==> src/rtl/hazard_if.sv <==
// Pipeline hazard bundle: register numbers, write enables, memory handshake,
// plus the stall/flush/forward controls and status returned by the controller.
interface hazard_if;
    logic [4:0]  RsD, RtD, RsE, RtE;
    logic [4:0]  WriteRegE, WriteRegM, WriteRegW;
    logic        RegWriteE, RegWriteM, RegWriteW;
    logic        MemtoRegE, MemReqM, MemReadyM, PCSrcE;
    logic        stalF, stalD, stalE, stalM;
    logic        flushD, flushE, flushW;
    logic [1:0]  forwardAE, forwardBE;
    logic        MemStartM, mem_err;
    logic [15:0] stall_cnt, flush_cnt;

    modport master (
        output RsD, RtD, RsE, RtE, WriteRegE, WriteRegM, WriteRegW,
               RegWriteE, RegWriteM, RegWriteW, MemtoRegE, MemReqM, MemReadyM, PCSrcE,
        input  stalF, stalD, stalE, stalM, flushD, flushE, flushW,
               forwardAE, forwardBE, MemStartM, mem_err, stall_cnt, flush_cnt
    );

    modport slave (
        input  RsD, RtD, RsE, RtE, WriteRegE, WriteRegM, WriteRegW,
               RegWriteE, RegWriteM, RegWriteW, MemtoRegE, MemReqM, MemReadyM, PCSrcE,
        output stalF, stalD, stalE, stalM, flushD, flushE, flushW,
               forwardAE, forwardBE, MemStartM, mem_err, stall_cnt, flush_cnt
    );
endinterface

==> src/rtl/hazard_ctrl.sv <==
// Five-stage pipeline hazard controller: operand forwarding, load-use and branch
// handling, and a data-memory wait FSM with watchdog and saturating event counters.
module hazard_ctrl #(
    parameter int unsigned WD_MAX = 255
) (
    input  logic    clk,
    input  logic    reset,
    hazard_if.slave bus
);
    localparam int unsigned REG_W  = 5;
    localparam int unsigned WAIT_W = 8;
    localparam int unsigned CNT_W  = 16;

    typedef enum logic [1:0] {IDLE = 2'd0, WAIT = 2'd1, DONE = 2'd2} state_t;

    state_t            state, state_next;
    logic [WAIT_W-1:0] wait_cnt, wait_cnt_next;
    logic [CNT_W-1:0]  stall_cnt, flush_cnt;
    logic              mem_err;
    logic              wd_fire, memstall, lwstall;
    logic              stal_f, flush_e;
    logic              unused_e_stage;

    // E-stage write info is part of the bundle but not needed by these rules.
    assign unused_e_stage = ^{bus.WriteRegE, bus.RegWriteE};

    function automatic logic [1:0] fwd_sel(
        input logic [REG_W-1:0] src,
        input logic             wr_m,
        input logic [REG_W-1:0] reg_m,
        input logic             wr_w,
        input logic [REG_W-1:0] reg_w
    );
        if (wr_m && (reg_m != '0) && (reg_m == src))      return 2'b10;
        else if (wr_w && (reg_w != '0) && (reg_w == src)) return 2'b01;
        else                                              return 2'b00;
    endfunction

    // Next state, watchdog and all combinational controls; reset forces controls low.
    always_comb begin
        state_next    = state;
        wait_cnt_next = wait_cnt;
        wd_fire       = 1'b0;
        memstall      = 1'b0;
        lwstall       = 1'b0;
        stal_f        = 1'b0;
        flush_e       = 1'b0;
        bus.stalF     = 1'b0;
        bus.stalD     = 1'b0;
        bus.stalE     = 1'b0;
        bus.stalM     = 1'b0;
        bus.flushD    = 1'b0;
        bus.flushE    = 1'b0;
        bus.flushW    = 1'b0;
        bus.forwardAE = 2'b00;
        bus.forwardBE = 2'b00;
        bus.MemStartM = 1'b0;

        case (state)
            IDLE: begin
                if (bus.MemReqM) begin
                    bus.MemStartM = ~reset;
                    wait_cnt_next = '0;
                    state_next    = bus.MemReadyM ? DONE : WAIT;
                end
            end
            WAIT: begin
                if (bus.MemReadyM) begin
                    state_next = DONE;
                end else if (wait_cnt == WAIT_W'(WD_MAX)) begin
                    wd_fire    = 1'b1;
                    state_next = DONE;
                end else begin
                    wait_cnt_next = wait_cnt + WAIT_W'(1);
                end
            end
            DONE:    state_next = IDLE;
            default: state_next = IDLE;
        endcase

        memstall = bus.MemReqM & ~bus.MemReadyM &
                   ((state == IDLE) | ((state == WAIT) & ~wd_fire));
        lwstall  = bus.MemtoRegE & (bus.RtE != '0) &
                   ((bus.RtE == bus.RsD) | (bus.RtE == bus.RtD));

        if (!reset) begin
            bus.forwardAE = fwd_sel(bus.RsE, bus.RegWriteM, bus.WriteRegM,
                                    bus.RegWriteW, bus.WriteRegW);
            bus.forwardBE = fwd_sel(bus.RtE, bus.RegWriteM, bus.WriteRegM,
                                    bus.RegWriteW, bus.WriteRegW);
            // Memory wait dominates; a taken branch squashes a wrong-path load-use stall.
            if (memstall) begin
                bus.stalF  = 1'b1;
                bus.stalD  = 1'b1;
                bus.stalE  = 1'b1;
                bus.stalM  = 1'b1;
                bus.flushW = 1'b1;
            end else if (bus.PCSrcE) begin
                bus.flushD = 1'b1;
                bus.flushE = 1'b1;
            end else if (lwstall) begin
                bus.stalF  = 1'b1;
                bus.stalD  = 1'b1;
                bus.flushE = 1'b1;
            end
        end
        stal_f  = bus.stalF;
        flush_e = bus.flushE;
    end

    // State, watchdog, sticky error and saturating counters.
    always_ff @(posedge clk) begin
        if (reset) begin
            state     <= IDLE;
            wait_cnt  <= '0;
            mem_err   <= 1'b0;
            stall_cnt <= '0;
            flush_cnt <= '0;
        end else begin
            state    <= state_next;
            wait_cnt <= wait_cnt_next;
            if (wd_fire) mem_err <= 1'b1;
            if (stal_f && (stall_cnt != '1))  stall_cnt <= stall_cnt + CNT_W'(1);
            if (flush_e && (flush_cnt != '1)) flush_cnt <= flush_cnt + CNT_W'(1);
        end
    end

    assign bus.mem_err   = mem_err;
    assign bus.stall_cnt = stall_cnt;
    assign bus.flush_cnt = flush_cnt;
endmodule

==> src/flat_wrapper.sv <==
// flat-port wrapper written by rule: the top's interface ports become plain ports
module hazard_ctrl_flat 
#(
    parameter int unsigned WD_MAX = 255
)
  (clk, reset, bus_RsD, bus_RtD, bus_RsE, bus_RtE, bus_WriteRegE, bus_WriteRegM, bus_WriteRegW, bus_RegWriteE, bus_RegWriteM, bus_RegWriteW, bus_MemtoRegE, bus_MemReqM, bus_MemReadyM, bus_PCSrcE, bus_stalF, bus_stalD, bus_stalE, bus_stalM, bus_flushD, bus_flushE, bus_flushW, bus_forwardAE, bus_forwardBE, bus_MemStartM, bus_mem_err, bus_stall_cnt, bus_flush_cnt);
  hazard_if bus_i ();
  input  logic clk;
  input  logic reset;
  input wire logic [$bits(bus_i.RsD)-1:0] bus_RsD;
  input wire logic [$bits(bus_i.RtD)-1:0] bus_RtD;
  input wire logic [$bits(bus_i.RsE)-1:0] bus_RsE;
  input wire logic [$bits(bus_i.RtE)-1:0] bus_RtE;
  input wire logic [$bits(bus_i.WriteRegE)-1:0] bus_WriteRegE;
  input wire logic [$bits(bus_i.WriteRegM)-1:0] bus_WriteRegM;
  input wire logic [$bits(bus_i.WriteRegW)-1:0] bus_WriteRegW;
  input wire logic [$bits(bus_i.RegWriteE)-1:0] bus_RegWriteE;
  input wire logic [$bits(bus_i.RegWriteM)-1:0] bus_RegWriteM;
  input wire logic [$bits(bus_i.RegWriteW)-1:0] bus_RegWriteW;
  input wire logic [$bits(bus_i.MemtoRegE)-1:0] bus_MemtoRegE;
  input wire logic [$bits(bus_i.MemReqM)-1:0] bus_MemReqM;
  input wire logic [$bits(bus_i.MemReadyM)-1:0] bus_MemReadyM;
  input wire logic [$bits(bus_i.PCSrcE)-1:0] bus_PCSrcE;
  output wire logic [$bits(bus_i.stalF)-1:0] bus_stalF;
  output wire logic [$bits(bus_i.stalD)-1:0] bus_stalD;
  output wire logic [$bits(bus_i.stalE)-1:0] bus_stalE;
  output wire logic [$bits(bus_i.stalM)-1:0] bus_stalM;
  output wire logic [$bits(bus_i.flushD)-1:0] bus_flushD;
  output wire logic [$bits(bus_i.flushE)-1:0] bus_flushE;
  output wire logic [$bits(bus_i.flushW)-1:0] bus_flushW;
  output wire logic [$bits(bus_i.forwardAE)-1:0] bus_forwardAE;
  output wire logic [$bits(bus_i.forwardBE)-1:0] bus_forwardBE;
  output wire logic [$bits(bus_i.MemStartM)-1:0] bus_MemStartM;
  output wire logic [$bits(bus_i.mem_err)-1:0] bus_mem_err;
  output wire logic [$bits(bus_i.stall_cnt)-1:0] bus_stall_cnt;
  output wire logic [$bits(bus_i.flush_cnt)-1:0] bus_flush_cnt;
  assign bus_i.RsD = bus_RsD;
  assign bus_i.RtD = bus_RtD;
  assign bus_i.RsE = bus_RsE;
  assign bus_i.RtE = bus_RtE;
  assign bus_i.WriteRegE = bus_WriteRegE;
  assign bus_i.WriteRegM = bus_WriteRegM;
  assign bus_i.WriteRegW = bus_WriteRegW;
  assign bus_i.RegWriteE = bus_RegWriteE;
  assign bus_i.RegWriteM = bus_RegWriteM;
  assign bus_i.RegWriteW = bus_RegWriteW;
  assign bus_i.MemtoRegE = bus_MemtoRegE;
  assign bus_i.MemReqM = bus_MemReqM;
  assign bus_i.MemReadyM = bus_MemReadyM;
  assign bus_i.PCSrcE = bus_PCSrcE;
  assign bus_stalF = bus_i.stalF;
  assign bus_stalD = bus_i.stalD;
  assign bus_stalE = bus_i.stalE;
  assign bus_stalM = bus_i.stalM;
  assign bus_flushD = bus_i.flushD;
  assign bus_flushE = bus_i.flushE;
  assign bus_flushW = bus_i.flushW;
  assign bus_forwardAE = bus_i.forwardAE;
  assign bus_forwardBE = bus_i.forwardBE;
  assign bus_MemStartM = bus_i.MemStartM;
  assign bus_mem_err = bus_i.mem_err;
  assign bus_stall_cnt = bus_i.stall_cnt;
  assign bus_flush_cnt = bus_i.flush_cnt;
  hazard_ctrl #(.WD_MAX(WD_MAX)) u_core (.clk(clk), .reset(reset), .bus(bus_i));
endmodule
==> config.mk <==
export PLATFORM = sky130hd
export DESIGN_NAME = hazard_ctrl_flat
export DESIGN_NICKNAME = d
export VERILOG_FILES = /design/src/rtl/hazard_if.sv /design/src/rtl/hazard_ctrl.sv /design/src/flat_wrapper.sv
export SDC_FILE = /design/constraint.sdc
export NUM_CORES = 1
export LEC_CHECK = 0
export ABC_CLOCK_PERIOD_IN_PS = 5500
export CELL_PAD_IN_SITES_DETAIL_PLACEMENT = 1
export CELL_PAD_IN_SITES_GLOBAL_PLACEMENT = 2
export CORE_UTILIZATION = 38
export CTS_CLUSTER_DIAMETER = 120
export DETAILED_ROUTE_END_ITERATION = 10
export DONT_BUFFER_PORTS = 1
export MAX_ROUTING_LAYER = met4
export PLACE_DENSITY = 0.93
export REMOVE_ABC_BUFFERS = 1
export SLEW_MARGIN = 15
export SYNTH_ARGS = -nofsm -noshare
export SYNTH_HDL_FRONTEND = slang
export SYNTH_SLANG_ARGS = --single-unit
export TNS_END_PERCENT = 50
==> constraint.sdc <==
create_clock -name clk -period 5.5 [get_ports clk]
set_input_delay 0.55 -clock clk [delete_from_list [all_inputs] [get_ports clk]]
set_output_delay 0.55 -clock clk [all_outputs]
set_load 0.01 [all_outputs]
==> results.cfg, run 1 <==
[outcome]
status = finished, final reports clean

[power_and_ir_drop]
pwr-share-seq_pct = 54.9
ir_drop_mv = 0.0784
p_int_uw = 437
p_clk_share_pct = 35.8
power_switching_share_pct = 24.5
p_switching_uw = 142
p_per_area_nw_per_um2 = 210
cellLeakagePower_nw = 0.858
comb_power_share_pct = 9.3

[clock_tree]
clockRootBuffer = clkbuf_8
post_cts_resized = 0
clk_latency_ps = 300
numCtsBuffers = 5
cts_max_path_buffers = 2
htreeDepth = 2
hold_buffers = 0
cts_sinks = 43
cts_tree = done
clkTransAtPathRegs_ps = 80
cts_setup_buffers = 0

[die]
die_y_um = 85.6
core_area_um2 = 6760
dieWidth_um = 85.6
io_pins = 89
row_count = 30
die_area_um2 = 7320
initial_utilization_pct = 39.3

[critical_path]
reg2reg_to = u_core.bus.flush_cnt[8]
crit_buf_inv = 2
r2r-start = u_core.wait_cnt[0]
ff2ff_setup_slack_ps = 2790
cp_slowest_cell = or3_4
worstSetupEndpointType = primary output
path_delay_family = simple AND/OR/NAND/NOR gates
critPathRequiredTime_ps = 4950
cp-start-kind = register
critPathMaxStageDelay_ps = 400
path_class = register to primary output
arrival_ps = 2460
path_cells = ha_1 > nand3_1 > or3_4 > and3_1 > a21oi_2 > buf_4 > inv_1
path_max_fanout = 30
r2r_cells = 8
crit_start = u_core.wait_cnt[0]

[routing]
route.detailed.drc = 0
ant_nets = 0
routed_wl_mm = 6.85
firstDrtPassIters = 4
vias_per_cell = 6.16
drt_iter0_drc = 100
vias = 2415
routedWlPerCell_um = 17.5

[timing]
setup-violations-final = 0
maxSlewViolCount = 0
finalCriticalPeriod_ps = 3010
fin_skew_ps = 7.41
holdWs_ps = 326
fmax_mhz = 333
finalCritPeriodShare_pct = 54.6
maxSlewHeadroom_pct = 40.9
hold_viol = 0
rsz0062_at_grt = no
worst_pin_slew_ps = 887
fin_setup_tns_ps = 0

[synth]
async_reset_ff_share_pct = 0
ys_seq_area_share_pct = 32.5
synth_cell_type_count = 53
syn_area_per_cell_um2 = 8.16
ys.flop_type = dfxtp_1
synth_top_area_share_pct = 32.5
synth_cells = 325
synthTopCellsByArea = dfxtp_1 (32%), xnor2_1 (8.3%), a21oi_1 (4.5%), or4_1 (4.5%), nand3_1 (4.3%)
ys_seq_elements = 43
synth_warnings = 0
synth_top_cell_by_area = dfxtp_1
synth-edff-count = 0
synth_area_um2 = 2650

[finish]
num_antenna_cells = 0
nets = 359
area_growth_pct = 3.91
design_area_um2 = 2760
drive_gt1_share_pct = 6.73

[worst_hold_path]
worstHoldEndpoint = u_core.bus.stall_cnt[13]
min-delay-start = reset
hp-class = primary input to register
holdPathStages = 1

[grt]
grt_pass1_wl_mm = 11.4
grt_pass1_vias = 2445
grt_use_total_pct = 19.9
grt_overflow = 0
antenna_found_initial = 0
grt_max_degree = 39

[placed_design]
dp_hpwl_mm = 5.01
io_buffers = 0
placed_area_um2 = 2670
gp_congestion = 0.810

[run]
max_cap_viol_count = 0
## metrics by stage
| step | util, % | std cells | total power [mW] | worst slack (ps) |
|---|---|---|---|---|
| global route | 40.8 | 392 | 0.611 | 2340 |
| global placement | 39.5 | 385 | 0.378 | 2690 |
| CTS | 40.8 | 392 | 0.589 | 2480 |
| floorplan | - | 302 | 0.368 | 2260 |
| detailed placement | 39.5 | 385 | 0.379 | 2610 |
| finish | 40.8 | 392 | 0.578 | 2490 |
## layout make-up
class	instances	area (um^2)
fill	818	4000
sequential	43	861
tap	80	100
timing repair buffer	3	22.5
multi-input combinational	249	1650
clock buffer	6	82.6
inverter	10	37.5
clock inverter	1	5.00
## worst register-to-register path, stage by stage (launching register included)
cell	delay, ps
dfxtp_1	390
ha_1	230
nand3_1	150
or3_4	400
a211oi_4	310
a21oi_2	180
buf_4	260
nor4_1	320
mux2_1	360
## power groups by stage
stage | clock network [mW] | logic (mW) | registers [mW]
6_report | 0.207 | 0.0538 | 0.318
5_1_grt | 0.231 | 0.0611 | 0.318
4_1_cts | 0.217 | 0.0548 | 0.318
3_5_place_dp | 0 | 0.0545 | 0.325
3_3_place_gp | 0 | 0.0529 | 0.325
2_1_floorplan | 0 | 0.0438 | 0.324
## routing by layer
layer	GRT usage, %	part of all wire [%]
met1	23.2	45
met2	34.0	49
met3	5.58	5.5
met5	-	0
met4	5.00	0.72
## cells by family (layout without fill, tap and decap cells)
family / after synthesis / after routing / share of synthesized area [%]
compound gates: 73 / 73 / 18.8
flops: 43 / 43 / 32.5
buf+inv: 33 / 20 / 5.80
simple gates: 133 / 133 / 27.9
mux: 5 / 5 / 2.03
fa+ha+maj: 3 / 3 / 1.42
xor+xnor: 35 / 35 / 11.6
## synthesized netlist by cell type (2+ instances only)
cell type	n
a21oi_1	24
and3_1	9
and4_1	2
buf_1	2
buf_2	3
buf_4	5
clkbuf_1	12
dfxtp_1	43
ha_1	3
inv_1	8
mux2_1	2
mux2i_1	2
nand2_1	21
nand2b_1	2
nand3_1	23
nand3b_1	2
nand4_1	8
nor2_1	18
nor2b_1	2
nor3_1	10
nor4_1	6
o211ai_1	2
o21ai_0	7
o21ai_1	5
o311ai_0	7
o31ai_1	12
o41ai_1	6
or3_1	6
or4_1	16
xnor2_1	25
xor2_1	10
## placed cells by master (no fill, tap or decap), drive strengths merged, types with 2 or more instances in the layout
master / n
nand3b: 2
nand4: 9
a211oi: 3
and3: 9
nor2b: 2
a21oi: 25
nand2: 21
clkinv: 2
inv: 9
clkbuf: 6
o21ai: 12
o41ai: 6
nor2: 18
nand3: 23
nor4: 6
or3: 7
and4: 2
mux2i: 2
buf: 3
mux2: 3
nor3: 10
nand2b: 2
dfxtp: 43
ha: 3
o211ai: 2
xnor2: 25
xor2: 10
o311ai: 7
or4: 16
o31ai: 12
## worst max path at each step
stage                 endpoint  slack (ps)  cells after the start
floorplan            bus_stalD        2260                      6
CTS                  bus_stalD        2480                      7
finish               bus_stalD        2490                      7
global route         bus_stalF        2340                      7
global placement    bus_flushE        2690                      6
detailed placement  bus_flushE        2610                      6
## state kept, by name, indices dropped and copies added, names as in the netlist
register              cells
u_core.wait_cnt           8
u_core.state              2
u_core.bus.stall_cnt     16
u_core.bus.flush_cnt     16
u_core.bus.mem_err        1
Power figures use the tool's default switching activity.
==> inputs of run 2 (changes only) <==
- ABC_CLOCK_PERIOD_IN_PS: 5500 -> 2450
- CORE_UTILIZATION: 38 -> 32
- PLACE_DENSITY: 0.93 -> 0.84
- clock period: 5.5 -> 2.45 ns (I/O delays scaled with it)
==> results.cfg, run 2 (synthesis gave the netlist of run 1 again) <==
[power_and_ir_drop]
cellLeakagePower_nw = 1.00
p_per_area_nw_per_um2 = 502
pwr-share-seq_pct = 45.5
p_clk_share_pct = 43.7
comb_power_share_pct = 10.8
p_int_mw = 1.19
ir_drop_mv = 0.213
p_switching_uw = 367
power_switching_share_pct = 23.6

[timing]
hold_viol = 0
maxSlewHeadroom_pct = 47.9
timing.final.ws_setup_ps = 53.4
rsz0062_at_grt = yes
finalCriticalPeriod_ps = 2400
maxSlewViolCount = 0
fmax_mhz = 417
finalCritPeriodShare_pct = 97.8
setup-violations-final = 0
fin_skew_ps = 8.69
worst_pin_slew_ps = 779

[clock_tree]
clk_latency_ps = 300
cts_sinks = 43
cts_max_path_buffers = 2
numCtsBuffers = 5
clockRootBuffer = clkbuf_8
cts_tree = done
htreeDepth = 2
clkTransAtPathRegs_ps = 90

[placed_design]
dp_slack_ps = 38.8
dp_hpwl_mm = 5.32
io_buffers = 0
placed_area_um2 = 2810
gp_congestion = 0.729

[critical_path]
r2r_cells = 8
r2r-start = u_core.wait_cnt[0]
path_class = register to register
ff2ff_setup_slack_ps = 50
path_max_fanout = 6
critPathRequiredTime_ps = 2680
worstSetupEndpointType = register
arrival_ps = 2630
reg2reg_to = u_core.bus.flush_cnt[13]
cp-start-kind = register

[finish]
nets = 383
drive_gt1_share_pct = 15.1
layout_commonest_cell = dfxtp_1
layout_common_cells = dfxtp_1 (41), xnor2_1 (25), nand3_1 (22), a21oi_1 (22), nand2_1 (21)
area_growth_pct = 16.9
num_antenna_cells = 0
largestRegisters = u_core.bus.flush_cnt (16), u_core.bus.stall_cnt (16), u_core.wait_cnt (8)
design_area_um2 = 3100
finish.utilization_pct = 39.3

[routing]
drt_iter0_drc = 82
routedWlPerCell_um = 17.8
routed_wl_mm = 7.79
ant_nets = 0
route.detailed.drc = 0
vias_per_cell = 5.83
firstDrtPassIters = 4
vias = 2560

[worst_hold_path]
hp-class = primary input to register
holdPathStages = 1
min-delay-start = reset
worstHoldEndpoint = u_core.bus.mem_err

[grt]
grt_pass1_wl_mm = 12.4
grt_use_total_pct = 18.1
antenna_found_initial = 0
grt_overflow = 0
grt_max_degree = 31
grt_pass1_vias = 2597

[run]
max_cap_viol_count = 0

[die]
initial_utilization_pct = 33.6
io_pins = 89
dieWidth_um = 93.0
die_area_um2 = 8660
row_count = 32
core_area_um2 = 7890
die_y_um = 93.0

[outcome]
status = finished, final reports clean
[run 2: cell types whose count changed in the layout (fill, tap and decap cells not counted), sizes merged]
cell,before,now
buf,3,23
dlygate4sd3,0,3
bufinv,0,2
a21oi,25,26
clkbuf,6,5
clkinv,2,1
clkinvlp,0,1
[run 2: worst max path at each step]
stage	start	end	slack [ps]	cells after the start
global placement	u_core.wait_cnt[0]	u_core.bus.flush_cnt[14]	130	8
finish	u_core.wait_cnt[0]	u_core.bus.flush_cnt[13]	50	8
floorplan	u_core.wait_cnt[0]	u_core.bus.stall_cnt[1]	-610	8
global route	u_core.wait_cnt[0]	u_core.bus.flush_cnt[13]	-40	8
detailed placement	u_core.wait_cnt[0]	u_core.bus.flush_cnt[13]	40	8
CTS	u_core.wait_cnt[0]	u_core.bus.flush_cnt[13]	20	8
[run 2: final cells by class]
cell class | count | area [um^2]
fill | 939 | 4790
multi-input combinational | 250 | 1720
sequential | 43 | 866
timing repair buffer | 26 | 218
tap | 102 | 128
clock buffer | 5 | 68.8
clock inverter | 3 | 67.6
inverter | 10 | 37.5
[run 2: routing by layer]
metal / track usage (%) / share of wire [%] / up-vias
met4: 4.23 / 0.95 / 0
met5: - / 0 / -
met1: 21.3 / 44 / 1244
li1: - / - / 1232
met2: 30.9 / 49 / 75
met3: 4.55 / 5.7 / 9
[run 2: through the flow]
stage               std cells  power, mW  hold slack [ps]  setup TNS (ps)
floorplan                 302      0.825              314           -6810
global placement          421      0.862              319               0
detailed placement        421      0.864              321               0
CTS                       431       1.56            0.292               0
global route              439       1.62             3.46            -203
finish                    439       1.56             22.3               0
[run 2: what timing repair did]
item,4_1_cts,5_1_grt
gates resized for setup,0,15
hold endpoints to repair,16,2
endpoints found under the setup margin,0,8
setup buffers,0,4
hold buffers,2,1
[run 2: power by group through the flow]
| stage | Clock (mW) | Combinational (mW) | Sequential (mW) |
|---|---|---|---|
| 2_1_floorplan | 0 | 0.0983 | 0.727 |
| 3_3_place_gp | 0 | 0.137 | 0.725 |
| 3_5_place_dp | 0 | 0.139 | 0.725 |
| 4_1_cts | 0.698 | 0.149 | 0.709 |
| 5_1_grt | 0.724 | 0.186 | 0.709 |
| 6_report | 0.680 | 0.167 | 0.708 |
[run 2: worst max-delay path: stages, from the launching register on]
cell,delay [ps]
dfxtp_4,380
ha_4,150
nand3_4,80
or3_4,440
a211oi_4,330
a21oi_4,150
buf_6,180
or4_1,490
a21oi_1,140
==> inputs of run 3 (changes only) <==
- CORE_MARGIN: default -> 2
- PLACE_DENSITY: 0.84 -> default
- PLACE_DENSITY_LB_ADDON: default -> 0.08
==> results.cfg, run 3 (synthesis gave the netlist of run 1 again) <==
[power_and_ir_drop]
ir_drop_mv = 0.207
cellLeakagePower_nw = 1.06
p_per_area_nw_per_um2 = 461
p_switching_uw = 352
power_switching_share_pct = 23.9
comb_power_share_pct = 12.1
p_clk_share_pct = 39.9
p_int_mw = 1.12
pwr-share-seq_pct = 48.0

[grt]
grt_pass1_vias = 2532
grt_use_total_pct = 17.6
grt_overflow = 0
grt_max_degree = 31
antenna_found_initial = 0
grt_pass1_wl_mm = 12.5

[critical_path]
cp-start-kind = register
worstSetupEndpointType = register
path_max_fanout = 8
critPathRequiredTime_ps = 2690
path_class = register to register
arrival_ps = 2590

[clock_tree]
cts_max_path_buffers = 2
numCtsBuffers = 5
clkTransAtPathRegs_ps = 90
clockRootBuffer = clkbuf_8
cts_tree = done
clk_latency_ps = 300
htreeDepth = 2
cts_sinks = 43

[routing]
vias_per_cell = 5.69
firstDrtPassIters = 4
ant_nets = 0
vias = 2579
routed_wl_mm = 7.94
drt_iter0_drc = 74
route.detailed.drc = 0
routedWlPerCell_um = 17.5

[timing]
fmax_mhz = 425
rsz0062_at_grt = yes
finalCriticalPeriod_ps = 2350
worst_pin_slew_ps = 628
hold_viol = 0
setup-violations-final = 0
maxSlewHeadroom_pct = 57.7
maxSlewViolCount = 0
holdWs_ps = 14.7
finalCritPeriodShare_pct = 96.0
fin_skew_ps = 14.3

[finish]
finish.utilization_pct = 39.2
design_area_um2 = 3190
num_antenna_cells = 0
drive_gt1_share_pct = 19.0
area_growth_pct = 20.3
nets = 394
layout_common_cells = dfxtp_1 (41), buf_4 (29), xnor2_1 (25)
layout_commonest_cell = dfxtp_1
largestRegisters = u_core.bus.flush_cnt (16), u_core.bus.stall_cnt (16), u_core.wait_cnt (8)

[placed_design]
placed_area_um2 = 2890
gp_congestion = 0.735
dp_hpwl_mm = 5.42
io_buffers = 0

[worst_hold_path]
hp-class = primary input to register

[run]
max_cap_viol_count = 0

[die]
die_area_um2 = 9030
row_count = 33
dieWidth_um = 95.0
initial_utilization_pct = 32.6
core_area_um2 = 8130
io_pins = 89
die_y_um = 95.0

[outcome]
status = finished, final reports clean
run 3: changes by cell type in the layout (fill, tap and decap cells not counted), sizes merged:
cell,before,now
buf,23,34
clkinv,1,2
clkinvlp,1,0
clkbuf,5,6
bufinv,2,1
run 3: final timing paths:
check                                              from                        to  slack, ps  depth (start not counted)
worst max register to register       u_core.wait_cnt[1]  u_core.bus.flush_cnt[13]        100                          8
worst min register to register  u_core.bus.stall_cnt[6]   u_core.bus.stall_cnt[6]        540                          2
worst max-delay path                 u_core.wait_cnt[1]  u_core.bus.flush_cnt[13]        100                          8
worst min-delay path                              reset   u_core.bus.stall_cnt[1]         10                          1
run 3: final cells by class:
class	count	area, um^2
Clock buffer	6	82.6
Clock inverter	2	35.0
Fill cell	966	4940
Inverter	10	37.5
Multi-Input combinational cell	250	1730
Sequential cell	43	863
Tap cell	105	131
Timing Repair Buffer	37	313
run 3: stage by stage:
| stage | setup slack (ps) | power (mW) | setup TNS, ps | instances |
|---|---|---|---|---|
| floorplan | -611 | 0.825 | -6810 | 302 |
| global placement | 87.2 | 0.871 | 0 | 434 |
| detailed placement | 22.6 | 0.874 | 0 | 434 |
| CTS | 5.34 | 1.48 | 0 | 444 |
| global route | -9.73 | 1.55 | -30.2 | 453 |
| finish | 99.2 | 1.47 | 0 | 453 |
run 3: what timing repair did:
| action | in CTS | in global routing |
|---|---|---|
| endpoints found under the setup margin | 0 | 11 |
| hold buffers | 2 | 1 |
| setup buffers | 0 | 7 |
| gates resized for setup | 0 | 21 |
| endpoints found under the hold margin | 3 | 3 |
run 3: power groups by stage:
stage	Combinational (mW)	Sequential, mW	Clock, mW
6_report	0.178	0.707	0.587
5_1_grt	0.197	0.708	0.650
4_1_cts	0.158	0.706	0.613
3_5_place_dp	0.151	0.723	0
3_3_place_gp	0.149	0.723	0
2_1_floorplan	0.0983	0.727	0
run 3: routing by layer:
metal,up-vias,routed length [um],GRT usage [%]
li1,1252,-,-
met2,63,3680,28.4
met1,1260,3840,23.0
met5,-,0,-
met4,0,44,3.62
met3,4,383,3.56
run 3: critical path, cell delays in order (launching register included):
cell	delay, ps
dfxtp_2	360
ha_4	150
nand3_4	80
or3_4	440
a211oi_4	360
a21oi_4	110
buf_6	180
or4_4	510
a21oi_2	120
